==> src/rtl/vend_pkg.sv <==
// Shared types and defaults for the keypad vending sequence matcher.
package vend_pkg;

    typedef enum logic [1:0] {
        ST_IDLE    = 2'd0,
        ST_COLLECT = 2'd1,
        ST_MATCH   = 2'd2,
        ST_CLEAR   = 2'd3
    } state_e;

    localparam int unsigned DEF_KEY_W     = 6;
    localparam int unsigned DEF_NUM_ITEMS = 4;
    localparam int unsigned DEF_SEQ_LEN   = 2;

    localparam logic [DEF_KEY_W-1:0] DEF_CLR_KEY = 6'b110111;

    // Item i, position p lives at bits [(i*SEQ_LEN+p)*KEY_W +: KEY_W]; MSB-first here.
    localparam logic [DEF_NUM_ITEMS*DEF_SEQ_LEN*DEF_KEY_W-1:0] DEF_CODE_TABLE = {
        6'b101011, 6'b100111,
        6'b011101, 6'b011011,
        6'b010111, 6'b001101,
        6'b001011, 6'b000111
    };

endpackage

==> src/rtl/vend_timeout.sv <==
// Inter-key idle counter; expire_o goes high once TIMEOUT_CYC enabled cycles pass without a clear.
module vend_timeout #(
    parameter int unsigned TIMEOUT_CYC = 1000
) (
    input  logic clk,
    input  logic rst_n,
    input  logic clear_i,
    input  logic enable_i,
    output logic expire_o
);

    localparam int unsigned CNT_W = $clog2(TIMEOUT_CYC + 1);
    localparam logic [CNT_W-1:0] CNT_MAX = CNT_W'(TIMEOUT_CYC);

    logic [CNT_W-1:0] count_q, count_d;
    logic             expire_q;

    // Saturating count so a stalled expiry cannot wrap back to zero.
    always_comb begin
        count_d = count_q;
        if (clear_i) begin
            count_d = '0;
        end else if (enable_i && (count_q != CNT_MAX)) begin
            count_d = count_q + CNT_W'(1);
        end
    end

    always_ff @(posedge clk or negedge rst_n) begin
        if (!rst_n) begin
            count_q  <= '0;
            expire_q <= 1'b0;
        end else begin
            count_q  <= count_d;
            expire_q <= (count_d == CNT_MAX);
        end
    end

    assign expire_o = expire_q;

endmodule

==> src/rtl/vend_sequence.sv <==
// Multi-key item code matcher: narrows a candidate mask key by key and reports the selected item.
module vend_sequence
    import vend_pkg::*;
#(
    parameter int unsigned       KEY_W       = DEF_KEY_W,
    parameter int unsigned       NUM_ITEMS   = DEF_NUM_ITEMS,
    parameter int unsigned       SEQ_LEN     = DEF_SEQ_LEN,
    parameter int unsigned       TIMEOUT_CYC = 1000,
    parameter logic [KEY_W-1:0]  CLR_KEY     = KEY_W'(DEF_CLR_KEY)
) (
    input  logic                              clk,
    input  logic                              clr_n,
    input  logic [KEY_W-1:0]                  key,
    input  logic                              key_valid,
    input  logic [NUM_ITEMS*SEQ_LEN*KEY_W-1:0] code_table,
    output logic [NUM_ITEMS-1:0]              item_sel,
    output logic                              item_valid,
    output logic                              reset_out,
    output logic                              seq_err,
    output logic                              busy
);

    localparam int unsigned IDX_W = $clog2(SEQ_LEN) + 1;

    state_e                 state_q, state_d;
    logic [NUM_ITEMS-1:0]   mask_q, mask_d;
    logic [IDX_W-1:0]       idx_q, idx_d;
    logic [NUM_ITEMS-1:0]   item_sel_q, item_sel_d;
    logic                   item_valid_q, item_valid_d;
    logic                   reset_out_q, reset_out_d;
    logic                   seq_err_q, seq_err_d;
    logic                   busy_q, busy_d;

    logic [NUM_ITEMS-1:0]   start_mask_c;
    logic [NUM_ITEMS-1:0]   pos_mask_c;
    logic [NUM_ITEMS-1:0]   narrow_mask_c;
    logic                   is_clr_c;
    logic                   is_start_c;
    logic                   tmo_clear;
    logic                   tmo_enable;
    logic                   tmo_expire;

    // Isolate the lowest set bit: m & -m.
    function automatic logic [NUM_ITEMS-1:0] lowest_onehot(input logic [NUM_ITEMS-1:0] m);
        return m & (~m + NUM_ITEMS'(1));
    endfunction

    // Compare the key against position 0 and against the current position of every item.
    always_comb begin
        start_mask_c = '0;
        pos_mask_c   = '0;
        for (int i = 0; i < int'(NUM_ITEMS); i++) begin
            start_mask_c[i] = (code_table[(i * int'(SEQ_LEN)) * int'(KEY_W) +: KEY_W] == key);
            pos_mask_c[i]   = (code_table[(i * int'(SEQ_LEN) + int'(idx_q)) * int'(KEY_W) +: KEY_W] == key);
        end
    end

    assign is_clr_c      = (key == CLR_KEY);
    assign is_start_c    = |start_mask_c;
    assign narrow_mask_c = mask_q & pos_mask_c;

    assign tmo_clear  = key_valid | (state_q != ST_COLLECT);
    assign tmo_enable = (state_q == ST_COLLECT);

    vend_timeout #(
        .TIMEOUT_CYC (TIMEOUT_CYC)
    ) u_timeout (
        .clk      (clk),
        .rst_n    (clr_n),
        .clear_i  (tmo_clear),
        .enable_i (tmo_enable),
        .expire_o (tmo_expire)
    );

    always_comb begin
        state_d      = state_q;
        mask_d       = mask_q;
        idx_d        = idx_q;
        item_sel_d   = item_sel_q;
        item_valid_d = 1'b0;
        seq_err_d    = 1'b0;

        if (key_valid && is_clr_c) begin
            state_d    = ST_CLEAR;
            mask_d     = '0;
            idx_d      = '0;
            item_sel_d = '0;
        end else begin
            unique case (state_q)
                ST_IDLE, ST_MATCH, ST_CLEAR: begin
                    if (key_valid && is_start_c) begin
                        mask_d     = start_mask_c;
                        idx_d      = IDX_W'(1);
                        item_sel_d = '0;
                        if (SEQ_LEN == 1) begin
                            state_d      = ST_MATCH;
                            item_sel_d   = lowest_onehot(start_mask_c);
                            item_valid_d = 1'b1;
                        end else begin
                            state_d = ST_COLLECT;
                        end
                    end
                end
                ST_COLLECT: begin
                    if (key_valid) begin
                        if (narrow_mask_c == '0) begin
                            state_d   = ST_IDLE;
                            mask_d    = '0;
                            idx_d     = '0;
                            seq_err_d = 1'b1;
                        end else begin
                            mask_d = narrow_mask_c;
                            idx_d  = idx_q + IDX_W'(1);
                            if ((idx_q + IDX_W'(1)) == IDX_W'(SEQ_LEN)) begin
                                state_d      = ST_MATCH;
                                item_sel_d   = lowest_onehot(narrow_mask_c);
                                item_valid_d = 1'b1;
                            end
                        end
                    end else if (tmo_expire) begin
                        state_d   = ST_IDLE;
                        mask_d    = '0;
                        idx_d     = '0;
                        seq_err_d = 1'b1;
                    end
                end
                default: state_d = ST_IDLE;
            endcase
        end

        reset_out_d = (state_d == ST_CLEAR);
        busy_d      = (state_d == ST_COLLECT);
    end

    always_ff @(posedge clk or negedge clr_n) begin
        if (!clr_n) begin
            state_q      <= ST_IDLE;
            mask_q       <= '0;
            idx_q        <= '0;
            item_sel_q   <= '0;
            item_valid_q <= 1'b0;
            reset_out_q  <= 1'b0;
            seq_err_q    <= 1'b0;
            busy_q       <= 1'b0;
        end else begin
            state_q      <= state_d;
            mask_q       <= mask_d;
            idx_q        <= idx_d;
            item_sel_q   <= item_sel_d;
            item_valid_q <= item_valid_d;
            reset_out_q  <= reset_out_d;
            seq_err_q    <= seq_err_d;
            busy_q       <= busy_d;
        end
    end

    assign item_sel   = item_sel_q;
    assign item_valid = item_valid_q;
    assign reset_out  = reset_out_q;
    assign seq_err    = seq_err_q;
    assign busy       = busy_q;

endmodule

==> config.mk <==
export PLATFORM = sky130hd
export DESIGN_NAME = vend_sequence
export DESIGN_NICKNAME = d
export VERILOG_FILES = /design/src/rtl/vend_pkg.sv /design/src/rtl/vend_timeout.sv /design/src/rtl/vend_sequence.sv
export SDC_FILE = /design/constraint.sdc
export NUM_CORES = 1
export LEC_CHECK = 0
export ABC_AREA = 1
export CORE_ASPECT_RATIO = 0.75
export CORE_MARGIN = 2
export CORE_UTILIZATION = 35
export DETAILED_ROUTE_END_ITERATION = 7
export PLACE_DENSITY = 0.61
export SYNTH_ARGS = -nofsm -noshare
export SYNTH_HDL_FRONTEND = slang
export SYNTH_SLANG_ARGS = --single-unit
==> constraint.sdc <==
create_clock -name clk -period 4.2 [get_ports clk]
set_clock_uncertainty 0.2 [all_clocks]
set_input_delay 1.26 -clock clk [delete_from_list [all_inputs] [get_ports clk]]
set_output_delay 1.26 -clock clk [all_outputs]
set_load 0.02 [all_outputs]
After elaboration in Yosys (flattened, before gate mapping)
Cells that the tools add are included.
{ "op_classes": {"bitwise": 4, "add_sub_neg": 6, "eq_ne": 23, "shifts": 4, "n_reduce_logical": 9, "mux": 37, "mul": 4} }
{ "ops": {"columns": ["operator", "count"], "rows": [
  ["$shiftx A48 B8 Y6", 2],
  ["$eq A6 B6 Y1", 8],
  ["$shiftx A48 B6 Y6", 1],
  ["$shiftx A48 B7 Y6", 1],
  ["$mux W4", 10],
  ["$mux W2", 11],
  ["$mux W10", 2],
  ["$pmux W4 S2", 2],
  ["$mul A4 B2 Y6 const B", 2],
  ["$ne A3 B3 Y1 const B", 4],
  ["$add A10 B1 Y10 const B", 1],
  ["$eq A10 B10 Y1 const B", 1],
  ["$mux W1", 10],
  ["$ne A10 B10 Y1 const B", 1],
  ["$add A3 B2 Y4 const A", 2],
  ["$and A4 B4 Y4", 2],
  ["$eq A2 B2 Y1 const B", 4],
  ["$pmux W2 S2", 2],
  ["$eq A6 B6 Y1 const B", 1],
  ["$mul A3 B2 Y5 const B", 1],
  ["$add A4 B1 Y4 const B", 1],
  ["$eq A2 B1 Y1 const B", 2],
  ["$logic_not A4 Y1", 1],
  ["$mul A2 B2 Y4 const B", 1],
  ["12 further kinds", 14]
]} }
{ "word_totals": {"reg_bits": 27, "inputBits": 57} }

Longest topological paths before layout
Gate-level depths: netlist of run 1.
{ "logic_depth": {"ltp_word": 13, "mapped_depth": 18, "mapped_depth_nobuf": 16} }

Hierarchy
Synthesis of run 1 repeated with hierarchy kept, for this count alone.
{ "hier_totals": {"hier_cells": 516, "hier_area_um2": 2975.4} }
{ "by_module_without_submodules": {"columns": ["module", "instances", "cells_per_inst", "area_each_um2"], "rows": [
  ["vend_sequence", 1, 425, 2307.2],
  ["vend_timeout", 1, 91, 668.1]
]} }

Worst setup path after synthesis of run 1
Ideal clock, no wire load.
{ "synth_path": {"path_type": "input to register", "startpoint": "input port key[5]", "endpoint": "register item_sel_q[0] (netlist: item_sel[0])", "path_buffers": 1, "required_time_ps": 3883, "setup_slack_ps": 1354, "arrival_ps": 2529, "stages": 10, "path_cell_list": "buf_2 -> or2_2 -> a21oi_1 -> nand3_1 -> nand2_1 -> o21ai_1 -> a21oi_2 -> nand2_4 -> nand2_1 -> nand2_1"} }
{ "synth_via": {"elab_chain_cells": 10} }
{ "synth_lines": {"columns": ["item", "line", "text"], "rows": [
  ["start, declared", "vend_sequence.sv:13", "input logic [KEY_W-1:0] key,"],
  ["$eq A6 B6 Y1", "vend_sequence.sv:54", "pos_mask_c[i] = (code_table[(i * int'(SEQ_LEN) + int'(idx_q)) * int'(KEY_W) +: KEY_W] == key);"],
  ["$and A4 B4 Y4", "vend_sequence.sv:60", "assign narrow_mask_c = mask_q & pos_mask_c;"],
  ["$not A4 Y4", "vend_sequence.sv:45", "return m & (~m + NUM_ITEMS'(1));"],
  ["$add A4 B1 Y4", "vend_sequence.sv:45", null],
  ["$and A4 B4 Y4", "vend_sequence.sv:45", null],
  ["$mux W4", "vend_sequence.sv:114", "if ((idx_q + IDX_W'(1)) == IDX_W'(SEQ_LEN)) begin"],
  ["$mux W4", "vend_sequence.sv:106", "if (narrow_mask_c == '0) begin"],
  ["$mux W4", "vend_sequence.sv:105", "if (key_valid) begin"],
  ["$pmux W4 S2", "vend_sequence.sv:89", "unique case (state_q)"],
  ["$mux W4", "vend_sequence.sv:83", "if (key_valid && is_clr_c) begin"],
  ["end signal, assigned", "vend_sequence.sv:149", "item_sel_q <= item_sel_d;"],
  ["end, declared", "vend_sequence.sv:28", "logic [NUM_ITEMS-1:0] item_sel_q, item_sel_d;"]
]} }
Several ways; a longest one is shown, not always the timed one. The select of a mux whose other input is x is not followed.
A chain may end at the register's enable or synchronous reset.

Worst setup path in the final report of run 1
{ "layout_path": {"startpoint": "input port key[0]", "endpoint": "register item_sel_q[1] (netlist: item_sel[1])"} }
Same word-level chain as after synthesis.

==> impl_results.md, run 1 <==
* Initial drt markers at 288
* Die ar. at 0.00914 mm²
* Final Hold Fails at 0
* Syn avg cell area at 5.87 µm²
* Post-Layout Inst Area at 0.00367 mm²
* Crit path kind: in -> reg
* # hold bufs at CTS at 0
* Final period utilization at 83.6%
* Initial antenna violation count at 0
* Ys flop type: dfrtp_1
* Detailed Route WL at 8.96 mm
* Crit path DAT at 3480 ps
* Area grow syn2layout at 25.2%
* Sink Count at 27
* Worst hold path class: reg -> reg
* Mapped Cells at 500
* Min Clock Period, post-route at 3510 ps
* Antenna fix cells at 0
* Leak at 1.85 nW
* Sequential cell area fraction in the yosys report at 23.0%
* Die height at 83.3 µm
* Max-cap violations at 0
* Fmax at 285 MHz
* Resized Gates After CTS at 0
* Storage cell area at 676 µm²
* Overall Power at 1.61 mW
* Clock tree buffer depth at 2
* Gr usage total at 20.0%
* Post-Place Worst Slack at 406 ps
* # nets final at 619
* Slew headroom at 42.5%
* Worst skew pair latency at 260 ps
* Starting Density at 36.6%
* Slowest CP cell: clkdlybuf4s50_1
* Antenna-violating nets left at 0
* H-tree levels at 1
* Synth Warn # at 0
* Vias in the first global route at 3,003
* Ports at 65
* Pwr Density at 437 mW/mm²
* Status: complete, no violations
* Crit-path cells: clkdlybuf4s50_1, inv_1, nor2_1, nor3_1, nand3_1, nand2_1, o21ai_1, a21oi_2, nand2_4, nand2_1, nand2_1
* Fraction of registers with async set/reset at 100%
* Clock root cell: clkbuf_8
* Grt total ovfl at 0
* Slowest stage delay, CP at 620 ps
* Worst-margin pin slew at 862 ps
* Worst Path Buf+Inv at 2
* Wire per inst at 13.5 µm
* Core ar. at 0.00802 mm²
* TritonRoute pass-1 iters at 5
* Vias at 3,263
* RSZ-0062 raised after global routing: no
* Mapped Area at 0.00293 mm²
* Pin count of the biggest net entering global routing at 28
* CTS tree: built
* Die X-Extent at 110 µm
* EDFF count, synth at 0
* CP top delay family: buffers and inverters
* Filler cells at 856
* Worst setup margin at 691 ps
* Worst Setup Start Kind: primary input
* Critical path fanouts, max at 10
* Most common cell on crit path: nand2_1
* Netlist cell types at 34
* CP Capture Type: register
* TNS Setup at 0 ps
* Gpl congestion at 0.915
* Drt drc at 0
* Port bufs at 64
* VDD IR-drop max at 0.184 mV
* Mapped Nets at 560
* Final slew viol count at 0
* Area post-placement at 0.00363 mm²
* Clock-pin slew on the worst setup and hold paths at 90 ps
* Setup violations, final at 0
* Row cnt at 28
* Worst endpoint required time at 4170 ps
* Num CTS Buffers at 3
* Via-to-Cell Ratio at 4.92
* Multi-input logic area at 0.00194 mm²
* Detail Placement HPWL at 7.15 mm
* First-pass GRT wire length at 14.7 mm
* Post-CTS Setup Inserts at 0
* Share of cells above drive strength 1 at 8.06%
* Seq cells post-synth at 27
* Final hold slack at 277 ps
-- area by class of cell --
| class | instances | share of cell area (%) |
|---|---|---|
| Inverter | 50 | 5.31 |
| Clock buffer | 4 | 1.23 |
| Tap cell | 105 | 3.58 |
| Sequential cell | 27 | 18.4 |
| Multi-Input combinational cell | 407 | 52.8 |
| Timing Repair Buffer | 70 | 18.7 |
-- sequential cells by signal (all words and copies together) (netlist names) --
signal	flops
state_q	2
item_sel	4
busy	1
idx_q	2
mask_q	4
item_valid	1
u_timeout.expire_o	1
reset_out	1
u_timeout.count_q	10
seq_err	1
-- worst min-delay path, stage by stage, from the launching register on --
cell and delay (ps):
dfrtp_1 350, nand2_1 50, nand2_1 40
-- placed cells by master, fill, tap and decap left out, drive strengths merged --
cell           instances
a21oi                 20
a22oi                  1
and3                   1
buf                    6
clkbuf                 4
clkdlybuf4s50         64
dfrtp                 27
ha                     3
inv                   50
nand2                208
nand3                 75
nand3b                 2
nand4                  4
nor2                  46
nor3                   8
nor4                   2
o211ai                 1
o21ai                 11
o22ai                  2
or2                    5
xnor2                  1
xor2                  17
-- path summary, 6_finish.rpt --
| kind | slack [ps] | depth (start not counted) | endpoint | start |
|---|---|---|---|---|
| setup / recovery | 690 | 11 | item_sel[1] | key[0] |
| hold / removal | 280 | 2 | item_sel[3] | item_sel[3] |
| setup reg to reg | 1100 | 14 | reset_out | idx_q[1] |
| hold reg to reg | 280 | 2 | item_sel[3] | item_sel[3] |
| max in group asynchronous | 2390 | 2 | idx_q[1] | clr_n |
| min in group asynchronous | 1150 | 2 | u_timeout.count_q[0] | clr_n |
-- kinds of logic (layout without fill, tap and decap cells) --
group | count (synthesis) | after routing | share of synthesized area, %
simple gates | 351 | 351 | 53.0
compound gates | 35 | 35 | 6.48
buf+inv | 66 | 124 | 10.8
fa+ha+maj | 3 | 3 | 1.28
flops | 27 | 27 | 23.0
xor+xnor | 18 | 18 | 5.37
-- layer usage --
| metal | wire, µm | vias up | global-route usage [%] | share of wire [%] |
|---|---|---|---|---|
| li1 | - | 1703 | - | - |
| met1 | 4810 | 1454 | 32.8 | 54 |
| met2 | 3620 | 106 | 28.6 | 40 |
| met3 | 521 | 0 | 1.88 | 5.8 |
| met4 | 0 | 0 | 1.73 | 0 |
| met5 | 0 | - | 0 | 0 |
-- metrics by stage --
stage | cells | utilization (%)
after floorplan | 500 | -
after global placement | 659 | 45.2
after detailed placement | 659 | 45.2
after CTS | 663 | 45.8
after global routing | 663 | 45.8
final | 663 | 45.8
-- synth_stat cells, drive strengths merged (2+ instances only) --
library cell	instances	share of area (%)
inv	50	6.7
nand4	4	0.85
o22ai	2	0.43
nor2	46	6.6
or2	5	1.1
a21oi	20	3.5
xor2	17	5.1
nand2	208	28
ha	3	1.3
nor3	8	1.4
nand3	75	13
nand3b	2	0.51
nor4	2	0.94
o21ai	11	2.0
buf	16	4.1
dfrtp	27	23
-- report_power, final --
group	internal, mW	switching (mW)
logic	0.369	0.705
registers	0.301	0.0896
clock network	0.0678	0.0745
Power figures use the tool's default switching activity.
==> run 2, diff against run 1 <==
PLACE_DENSITY = 0.63   (was 0.61)
clock period = 2.8 ns   (was 4.2 ns; I/O delays follow)
==> run 2 against run 1 <==
Cell area up 10%. Sequential power up 30%. Clock power up 49%. Power up 59%. Sequential share of layout area down 1.7 points. Register-to-register slack worse by 680 ps. First-iteration DRC count down 35%. Largest power group unchanged.
==> impl_results.md, run 2 (synthesis results as in run 1) <==
* Detailed Route WL at 8.87 mm (-1.0%)
* Post-CTS Setup Inserts at 0 (unchanged)
* Status: complete, no violations
* Drt drc at 0 (unchanged)
* Setup violations, final at 0 (unchanged)
* Grt total ovfl at 0 (unchanged)
* VDD IR-drop max at 0.748 mV (+310%)
* Hold path startpoint: item_sel[0]
* Final slew viol count at 0 (unchanged)
* Worst endpoint required time at 2790 ps (-1380 ps)
* Most frequent cells in the layout: nand2_1 (191), nand3_1 (73), clkdlybuf4s50_1 (55)
* Worst Hold Endpoint: item_sel[0]
* Clock power frac at 8.2% (-0.7 points)
* Starting Density at 36.6% (unchanged)
* Core ar. at 0.00802 mm² (unchanged)
* Worst R2R Start: idx_q[0]
* TritonRoute pass-1 iters at 5 (unchanged)
* Final Hold Fails at 0 (unchanged)
* Vias at 3,402 (+4.3%)
* Vias in the first global route at 3,104 (+3.4%)
* Share of cells above drive strength 1 at 15.5% (+7.4 points)
* Die height at 83.3 µm (unchanged)
* Slew headroom at 67.3% (+25 points)
* Post-Layout Inst Area at 0.00404 mm² (+10%)
* Gr usage total at 19.8% (-0.20 points)
* CTS tree: built
* Worst hold path class: reg -> reg
* Die X-Extent at 110 µm (unchanged)
* Crit path DAT at 2690 ps (-790 ps)
* Most common cell after layout, fill and taps aside: nand2_1
* Overall Power at 2.56 mW (+59%)
* Finished Core Util at 50.4% (+4.6 points)
* Via-to-Cell Ratio at 4.87 (-0.97%)
* Max-cap violations at 0 (unchanged)
* Max reg flops at 10 (unchanged)
* Placed cell count at 694 (+5.3%)
* R2R Setup Slk at 420 ps (-680 ps)
* Initial antenna violation count at 0 (unchanged)
* # hold bufs at CTS at 0 (unchanged)
* Gpl congestion at 0.969 (+5.8%)
* Crit-path cells: clkdlybuf4s50_1, buf_6, nand4_1, nor4_4, buf_4, buf_4, inv_1, nand3_1, nand2_1, a21oi_2
* Most common cell on crit path: buf_4
* Fin cells at 698 (+5.3%)
* Leak at 2.10 nW (+14%)
* Worst skew pair latency at 270 ps (about the same)
* First-pass GRT wire length at 14.5 mm (-1.5%)
* H-tree levels at 1 (unchanged)
* Hold depth at 2 (unchanged)
* Critical path fanouts, max at 6 (-4)
* Int Pwr at 1.23 mW (+67%)
* Pin count of the biggest net entering global routing at 28 (unchanged)
* Antenna fix cells at 0 (unchanged)
* Slowest stage delay, CP at 530 ps (-90 ps)
* Min Clock Period, post-route at 2700 ps
* # nets final at 654 (+5.7%)
* Worst Setup Start Kind: primary input
* Clock root cell: clkbuf_8
* Top reg by flops: u_timeout.count_q
* Cells on worst reg2reg path at 16 (+2)
* Antenna-violating nets left at 0 (unchanged)
* Initial drt markers at 187 (-35%)
* Slowest CP cell: clkdlybuf4s50_1
* Clock-pin slew on the worst setup and hold paths at 90 ps (about the same)
* Wire per inst at 12.7 µm (-6.0%)
* Fmax at 371 MHz
* Worst-margin pin slew at 489 ps (-373 ps)
* Num CTS Buffers at 3 (unchanged)
* Sw frac at 52.0% (-2.1 points)
* Switching power at 1.33 mW (+53%)
* Filler cells at 826 (-3.5%)
* Area grow syn2layout at 37.7%
* Ports at 65 (unchanged)
* Area post-placement at 0.00392 mm² (+7.9%)
* Final period utilization at 96.3%
* Crit path kind: in -> reg
* Flop pwr share at 19.9% (-4.4 points)
* Die ar. at 0.00914 mm² (unchanged)
* Detail Placement HPWL at 7.33 mm (+2.5%)
* R2R Path End: reset_out
* Pwr Density at 634 mW/mm² (+45%)
* CP Capture Type: register
* Clock tree buffer depth at 2 (unchanged)
* Row cnt at 28 (unchanged)
* Logic pwr share at 71.9% (+5.1 points)
* Port bufs at 64 (unchanged)
* Sink Count at 27 (unchanged)
-- run 2: timing repair --
item,in CTS,in global routing
gates resized for setup,4,22
hold endpoints to repair,0,0
pin swaps,0,6
endpoints found under the setup margin,6,14
-- run 2: per-layer routing --
layer | part of all wire [%] | track usage (%) | vias up
li1 | - | - | 1780
met5 | 0 | 0 | -
met2 | 41 | 30.5 | 92
met4 | 0.16 | 1.38 | 0
met3 | 4.9 | 2.28 | 2
met1 | 54 | 30.5 | 1528
-- run 2: how the worst max path moves through the flow --
stage / from / endpoint / slack (ps) / cells past startpoint
floorplan: key[5] / item_sel[0] / 370 / 10
global placement: key[0] / reset_out / -350 / 14
detailed placement: key[0] / reset_out / -370 / 14
CTS: key[5] / busy / 10 / 15
global route: key[4] / reset_out / -8 / 10
finish: key[4] / reset_out / 100 / 10
-- run 2: through the flow --
step / hold slack, ps / worst slack (ps) / setup TNS, ps
floorplan: 249 / 374 / 0
global placement: 265 / -350 / -3680
detailed placement: 260 / -366 / -4100
CTS: 281 / 12.0 / 0
global route: 310 / -8.32 / -8.32
finish: 274 / 102 / 0
-- run 2: power groups by stage --
stage	Sequential [mW]	Combinational, mW	Clock [mW]
global route	0.516	2.06	0.239
floorplan	0.515	1.28	0
CTS	0.508	1.80	0.219
global placement	0.514	1.77	0
detailed placement	0.513	1.78	0
finish	0.509	1.84	0.211
-- run 2: worst max-delay path, delay by kind of cell --
kind | cells | cell delay, ps
AO/OA/AOI/OAI | 1 | 190
buffers and inverters | 5 | 1050
AND/OR/NAND/NOR | 4 | 620
-- run 2: final cells by class --
class                   count  area [µm²]  share of cell area (%)
clock buffers               3        41.3                    1.02
clock inverters             1        5.00                   0.124
inverters                  50         195                    4.83
multi-input cells         407        1990                    49.3
flip-flops and latches     27         676                    16.7
well taps                 105         131                    3.25
repair buffers            105        1000                    24.7
